### config.mk
export PLATFORM = sky130hd
export DESIGN_NAME = wrr_arbiter
export DESIGN_NICKNAME = d
export VERILOG_FILES = /design/src/rtl/wrr_arbiter.sv
export SDC_FILE = /design/constraint.sdc
export NUM_CORES = 1
export LEC_CHECK = 0
export ABC_CLOCK_PERIOD_IN_PS = 5300
export CAP_MARGIN = 10
export CORE_MARGIN = 5
export CORE_UTILIZATION = 45
export DETAILED_ROUTE_END_ITERATION = 10
export GPL_TIMING_DRIVEN = 0
export HOLD_SLACK_MARGIN = 0.1
export PLACE_DENSITY = 0.74
export SETUP_SLACK_MARGIN = 0.1
export SLEW_MARGIN = 30
export SYNTH_ARGS = -nofsm -noshare
export SYNTH_HDL_FRONTEND = slang
export SYNTH_SLANG_ARGS = --single-unit
### constraint.sdc
create_clock -name clock -period 5.3 [get_ports clock]
set_input_delay 1.06 -clock clock [delete_from_list [all_inputs] [get_ports clock]]
set_output_delay 1.06 -clock clock [all_outputs]
set_load 0.02 [all_outputs]
### src/rtl/wrr_arbiter.sv
// Weighted round-robin arbiter: a granted client holds the grant for up to its
// programmed weight in non-stalled cycles, then priority rotates past it.
module wrr_arbiter #(
    parameter int unsigned CLIENTS  = 8,
    parameter int unsigned WEIGHT_W = 4
) (
    input  logic                          clock,
    input  logic                          reset,
    input  logic [CLIENTS-1:0]            request,
    input  logic [CLIENTS*WEIGHT_W-1:0]   weight,
    input  logic                          stall,
    output logic [CLIENTS-1:0]            grant,
    output logic                          grant_valid,
    output logic [$clog2(CLIENTS)-1:0]    grant_id,
    output logic                          burst_last
);

    localparam int unsigned ID_W = $clog2(CLIENTS);

    typedef enum logic {
        IDLE  = 1'b0,
        GRANT = 1'b1
    } state_t;

    state_t              state, state_nxt;
    logic [CLIENTS-1:0]  grant_nxt;
    logic [ID_W-1:0]     id_nxt;
    logic [ID_W-1:0]     ptr, ptr_nxt;
    logic [WEIGHT_W-1:0] cnt, cnt_nxt;
    logic                valid_nxt;
    logic                last_nxt;

    logic                found;
    logic [ID_W-1:0]     win;
    logic [ID_W-1:0]     win_succ;
    logic [WEIGHT_W-1:0] win_weight;
    logic [WEIGHT_W-1:0] win_eff;
    int unsigned         idx;

    // First requester at or above ptr, wrapping; ptr always equals (last grantee + 1).
    always_comb begin : find_winner
        found = 1'b0;
        win   = '0;
        idx   = 0;
        for (int unsigned k = 0; k < CLIENTS; k++) begin
            idx = 32'(ptr) + k;
            if (idx >= CLIENTS) begin
                idx = idx - CLIENTS;
            end
            if (!found && request[ID_W'(idx)]) begin
                found = 1'b1;
                win   = ID_W'(idx);
            end
        end
    end

    always_comb begin : winner_attrs
        win_weight = weight[32'(win)*WEIGHT_W +: WEIGHT_W];
        win_eff    = (win_weight == '0) ? WEIGHT_W'(1) : win_weight;
        win_succ   = (win == ID_W'(CLIENTS - 1)) ? '0 : win + ID_W'(1);
    end

    // Next-state: hold on stall, count down a live burst, otherwise re-arbitrate.
    always_comb begin : next_state
        logic arb;
        state_nxt = state;
        grant_nxt = grant;
        id_nxt    = grant_id;
        cnt_nxt   = cnt;
        ptr_nxt   = ptr;
        arb       = 1'b0;

        if (!stall) begin
            case (state)
                IDLE: arb = 1'b1;
                GRANT: begin
                    if (request[grant_id] && (cnt > WEIGHT_W'(1))) begin
                        cnt_nxt = cnt - WEIGHT_W'(1);
                    end else begin
                        arb = 1'b1;
                    end
                end
                default: arb = 1'b1;
            endcase
        end

        if (arb) begin
            if (found) begin
                state_nxt = GRANT;
                grant_nxt = CLIENTS'(1) << win;
                id_nxt    = win;
                cnt_nxt   = win_eff;
                ptr_nxt   = win_succ;
            end else begin
                state_nxt = IDLE;
                grant_nxt = '0;
                id_nxt    = '0;
                cnt_nxt   = '0;
            end
        end

        valid_nxt = (state_nxt == GRANT);
        last_nxt  = valid_nxt && (cnt_nxt == WEIGHT_W'(1));
    end

    always_ff @(posedge clock or negedge reset) begin : regs
        if (!reset) begin
            state       <= IDLE;
            grant       <= '0;
            grant_valid <= 1'b0;
            grant_id    <= '0;
            burst_last  <= 1'b0;
            ptr         <= '0;
            cnt         <= '0;
        end else begin
            state       <= state_nxt;
            grant       <= grant_nxt;
            grant_valid <= valid_nxt;
            grant_id    <= id_nxt;
            burst_last  <= last_nxt;
            ptr         <= ptr_nxt;
            cnt         <= cnt_nxt;
        end
    end

endmodule

Yosys cells after proc, flatten, opt, wreduce, memory -nomap -nowiden
Index checks and enable logic that the tools add are counted.
- register bits after elaboration: 20
- latch bits: 0
- RAM bits: 0
- memory bits (read-only): 0
- input port bits: 43
- memories: 0
- add/subtract/negate cells: 17
- multipliers: 0
- divide/modulo/power cells: 0
- order comparisons: 18
- equal/unequal tests: 2
- shift operators: 2
- multiplexer cells: 56
- bitwise logic cells: 1
- reductions and logical operators: 18
- operator list (cell ; number):
    two-way mux 3 bit ; 18
    < comparator 3 x 4 -> 1 bit, second input constant ; 9
    indexed part select 32 x 6 -> 4 bit ; 1
    greater-or-equal comparator 4 bit, second input constant ; 7
    binary-select mux 1 bit (select 3 bit) ; 9
    two-way mux 4 bit ; 6
    subtractor 3 x 1 -> 3 bit, second input constant ; 8
    two-way mux 1 bit ; 21
    adder 3 x 3 -> 4 bit, second input constant ; 4
    logical AND 1 bit ; 9
    adder 3 x 2 -> 4 bit, second input constant ; 2
    two-way mux 8 bit ; 1
    << shifter 1 x 3 -> 8 bit, first input constant ; 1
    logical NOT 1 bit ; 7
    adder 3 x 1 -> 4 bit, second input constant ; 1
    equality test 4 x 1 -> 1 bit, second input constant ; 1
    greater-or-equal comparator 3 x 4 -> 1 bit, second input constant ; 1
    > comparator 4 x 1 -> 1 bit, second input constant ; 1
    logical NOT 4 bit ; 1
    subtractor 4 x 1 -> 4 bit, second input constant ; 1
    adder 3 x 1 -> 3 bit, second input constant ; 1
    equality test 3 bit, second input constant ; 1
    case mux 1 bit (2 select lines) ; 1
    AND reduction 2 bit ; 1
    inverter 1 bit ; 1

Longest topological paths before layout
- word-level depth: 33
- mapped depth: 18
- gate-level depth less buffers: 13

Least setup slack after synthesis
Ideal clock, no wire load.
- path type: register to register
- start: register ptr[0]
- end: register burst_last
- library setup time: 96 ps
- arrival time: 4261 ps
- required time: 5204 ps
- path slack: 943 ps
- stages on the path, launching flop included: 16
- path buffers: 3
- clock period less this slack: 4357 ps
- path through: dfrtp_1 -> buf_6 -> buf_12 -> buf_2 -> inv_1 -> ha_1 -> xnor2_1 -> mux4_2 -> or2_1 -> o41ai_1 -> o21ai_2 -> inv_1 -> mux4_1 -> or4b_1 -> and4bb_1 -> nor4_2
- cells in the longest elaborated chain, start to end: 33
- RTL lines (item ; line ; text):
    start: declaration ; 28 ; logic [ID_W-1:0] ptr, ptr_nxt;
    start signal: assignment ; 121 ; ptr <= ptr_nxt;
    parallel branches: the longest is 32 deep, another holds adder 3 x 1 -> 4 bit ; -- ;
    logical AND 1 bit * ; 103 ; last_nxt = valid_nxt && (cnt_nxt == WEIGHT_W'(1));
    named net last_nxt ; 31 ; logic last_nxt;
    end signal: assignment ; 120 ; burst_last <= last_nxt;
    end: declaration ; 15 ; output logic burst_last
Mark *: on every way through the listed nets, which the timed path passes. The select of a mux whose other input is x is not followed.
A chain may end at the register's enable or synchronous reset.

Worst setup path after layout
- start: input port request[5]
- end: register burst_last
- cells in the longest elaborated chain, start to end: 31
- RTL lines (item ; line ; text):
    start: declaration ; 9 ; input logic [CLIENTS-1:0] request,
    binary-select mux 1 bit (select 3 bit) ; 50 ; if (!found && request[ID_W'(idx)]) begin
    two-way mux 1 bit (implied by the code) ; 50 ;
    two-way mux 1 bit ; 50 ;
    logical NOT 1 bit ; 50 ;
    logical AND 1 bit ; 50 ;
    two-way mux 1 bit ; 50 ;
    logical NOT 1 bit ; 50 ;
    logical AND 1 bit ; 50 ;
    [... 16 more ...] ; -- ;
    indexed part select 32 x 6 -> 4 bit ; 58 ; win_weight = weight[32'(win)*WEIGHT_W +: WEIGHT_W];
    logical NOT 4 bit ; 59 ; win_eff = (win_weight == '0) ? WEIGHT_W'(1) : win_weight;
    two-way mux 4 bit ; 59 ;
    two-way mux 4 bit ; 88 ; if (found) begin
    two-way mux 4 bit ; 87 ; if (arb) begin
    equality test 4 x 1 -> 1 bit ; 103 ;
    logical AND 1 bit * ; 103 ;
    named net last_nxt ; 31 ;
Mark *: on every way through the listed nets, which the timed path passes. The rest lies on a longest branch. The select of a mux whose other input is x is not followed.

==> out/qor.csv <==
metric;value;unit
status;finished clean;
critPathMaxFanout;9;
first_iter_violations;122;
vias_per_cell;5.97;
path_cells;clkdlybuf4s50_1, mux4_1, mux2_2, or2_1, o41ai_1, o21ai_2, inv_1, mux4_1, or4b_1, and4bb_1, nor4_2;
crit_top_cell;mux4_1;
final_design_area_no_fill;2960;um^2
antenna_cells;0;
synthSimpleGateAreaFrac;14.9;%
critPathMaxStageDelay;0.61;ns
ys_top_cells_by_count;31 x nand2_1, 20 x dfrtp_1, 15 x mux2i_1, 14 x mux4_2, 11 x nor2_1;
slew_viol_final;0;
powerDensity;794;nW/um^2
setup_viol;0;
core-area;4790;um^2
slew_headroom;64.1;%
nNetsFinal;341;
fin_crit_sh;92.0;%
cp_top_family;multiplexers;
io_pins;56;
syn_nets;281;
vias;2115;
synthFlopType;dfrtp_1;
power;0.00235;W
synth_area_leaders;dfrtp_1 22%, mux4_2 14%, mux2i_1 6.7%;
cts_buffers;3;
design.die.area;6510;um^2
grt-ovfl-total;0;
layout_min_cycle_time;4.88;ns
antenna_found_initial;0;
yosysSeqAreaShare;22.2;%
critPathCaptureType;flop;
p_leak;1.23;nW
yosysUniqueCellTypes;56;
cts_tree;done;
fin_worst_skew;0.00245;ns
finalHoldViolations;0;
clock_path_buffers;2;
dr.pass1.iters;4;
crit_type;in2reg;
place.gp.congestion;0.922;
slowest_stage;mux4_1;
async_reset_ff_share;100;%
hold_class;reg2reg;
clock_latency;0.26;ns
synth.area.mux_share;30.5;%
synth_top_family_by_area;multiplexers;
worst_pin_slew;0.537;ns
ys_warn_count;0;
start_kind;input pin;
synth_compound_area_share;20.5;%
dp.final_hpwl;5.08;mm
ctsHoldBuffers;0;
place_area;2880;um^2
grt_use_total;20.4;%
fmax;205;MHz
cts.sink_count;20;
synth_cells;228;
io_buffers;55;
htree_num_levels;1;
synth.avg_cell_area;9.87;um^2
routedWlPerCell;18.1;um
required;5.48;ns
synth_edf_count;0;
ir_worst_vdd;0.000443;V
grt_pass1_vias;2027;
timing.rr.start;ptr[0]$_DFFE_PN0P_;
grt_max_degree;21;
dieWidth;80.7;um
synth_fa_ha_area_share;5.56;%
row_count;25;
path_clk_slew;0.08;ns
fillerInstances;414;
grt_pass1_wl;10.3;mm
root_buffer;clkbuf_8;
synth_xor_area_share;0.779;%
synth_area;2250;um^2
max-cap-violations;0;
area_growth;31.5;%
drive_above_1_share;16.0;%
route.detailed.drc;0;
synth_top_area_share;22.2;%
worstHoldStart;grant[1]$_DFFE_PN0P_;
tns;0;ns
synth_most_common_cell;nand2_1;
rsz0062_at_grt;no;
yosys.area.top_type;dfrtp_1;
crit_buf_inv;2;
worstSetupStartpoint;request[5];
cp.arrival;5.05;ns
postCtsSetupBuffers;0;
wl;6.40;mm
die_h;80.7;um
synth-seq-cells;20;
ant_nets;0;
start_util;47.0;%
## power breakdown
part	switching, W	leakage [nW]	internal [W]	total [W]
logic	0.00105	0.938	0.000867	0.00192
registers	0.0000563	0.254	0.000220	0.000276
clock network	0.0000558	0.0357	0.000101	0.000157
## cell usage in the layout, fill, tap and decap left out, types with 5 or more instances in the layout
master and instances:
a32o_1 5, mux2_2 10, a32oi_1 6, mux2i_1 15, buf_2 6, a21oi_1 8, dfrtp_1 20, nand2_1 31
inv_1 10, a22o_1 6, mux4_2 14, clkbuf_1 5, nor2_1 11, clkdlybuf4s50_1 54, ha_1 10, o21ai_0 6
## kinds of logic after synthesis
kind of cell             count (synthesis)
AO/OA/AOI/OAI                           59
XOR/XNOR                                 2
adder cells (fa/ha/maj)                 10
buffers and inverters                   25
flip-flops                              20
multiplexers                            44
AND/OR/NAND/NOR                         68
## worst register-to-register path: stages, from the launching register on
cell	delay, ns
dfrtp_1	0.38
buf_6	0.14
buf_12	0.14
buf_2	0.26
inv_1	0.10
ha_1	0.28
xnor2_2	0.29
mux4_2	0.57
or2_1	0.26
o41ai_1	0.42
o21ai_2	0.12
inv_1	0.14
mux4_1	0.60
or4b_1	0.49
and4bb_1	0.25
nor4_2	0.21
## state kept, by name (all words and copies together) (netlist names)
register and count:
grant_id 3, cnt 4, ptr 3, state 1, grant 8, burst_last 1
## final cells by class
cell class | instances | area (um^2) | share of cell area, %
clock inverter | 1 | 30.0 | 1.02
buffer | 12 | 75.1 | 2.54
clock buffer | 3 | 41.3 | 1.40
sequential | 20 | 500 | 16.9
inverter | 13 | 48.8 | 1.65
timing repair buffer | 55 | 546 | 18.4
tap | 67 | 83.8 | 2.83
multi-input combinational | 183 | 1630 | 55.2
## metrics by stage
stage                     cells  worst slack (ns)  hold slack (ns)  util (%)
after CTS                   354             0.432            0.499      61.8
after global placement      350             0.163            0.474      60.3
after detailed placement    350             0.174            0.469      60.3
final                       354             0.422            0.494      61.8
after global routing        354             0.211            0.510      61.8
after floorplan             228             0.943            0.551         -
## what timing repair did
item                                    CTS  global route
hold endpoints to repair                  0             0
endpoints found under the setup margin    0             1
resized for setup                         0             1
## final timing paths
| path | cells past startpoint | endpoint | slack [ns] |
|---|---|---|---|
| setup reg to reg | 15 | burst_last$_DFF_PN0_ | 0.56 |
| hold reg to reg | 1 | grant[1]$_DFFE_PN0P_ | 0.49 |
| max in group asynchronous | 1 | grant[5]$_DFFE_PN0P_ | 4.24 |
| setup / recovery | 11 | burst_last$_DFF_PN0_ | 0.42 |
| min in group asynchronous | 1 | burst_last$_DFF_PN0_ | 0.74 |
| hold / removal | 1 | grant[1]$_DFFE_PN0P_ | 0.49 |
## routing by layer
layer / global-route usage (%) / share of wire, % / vias to the layer above
met2: 33.3 / 51 / 57
met5: 0 / 0 / -
met4: 4.73 / 1.7 / 0
met3: 2.69 / 4.3 / 8
met1: 28.7 / 43 / 1046
li1: - / - / 1004
Power figures use the tool's default switching activity.
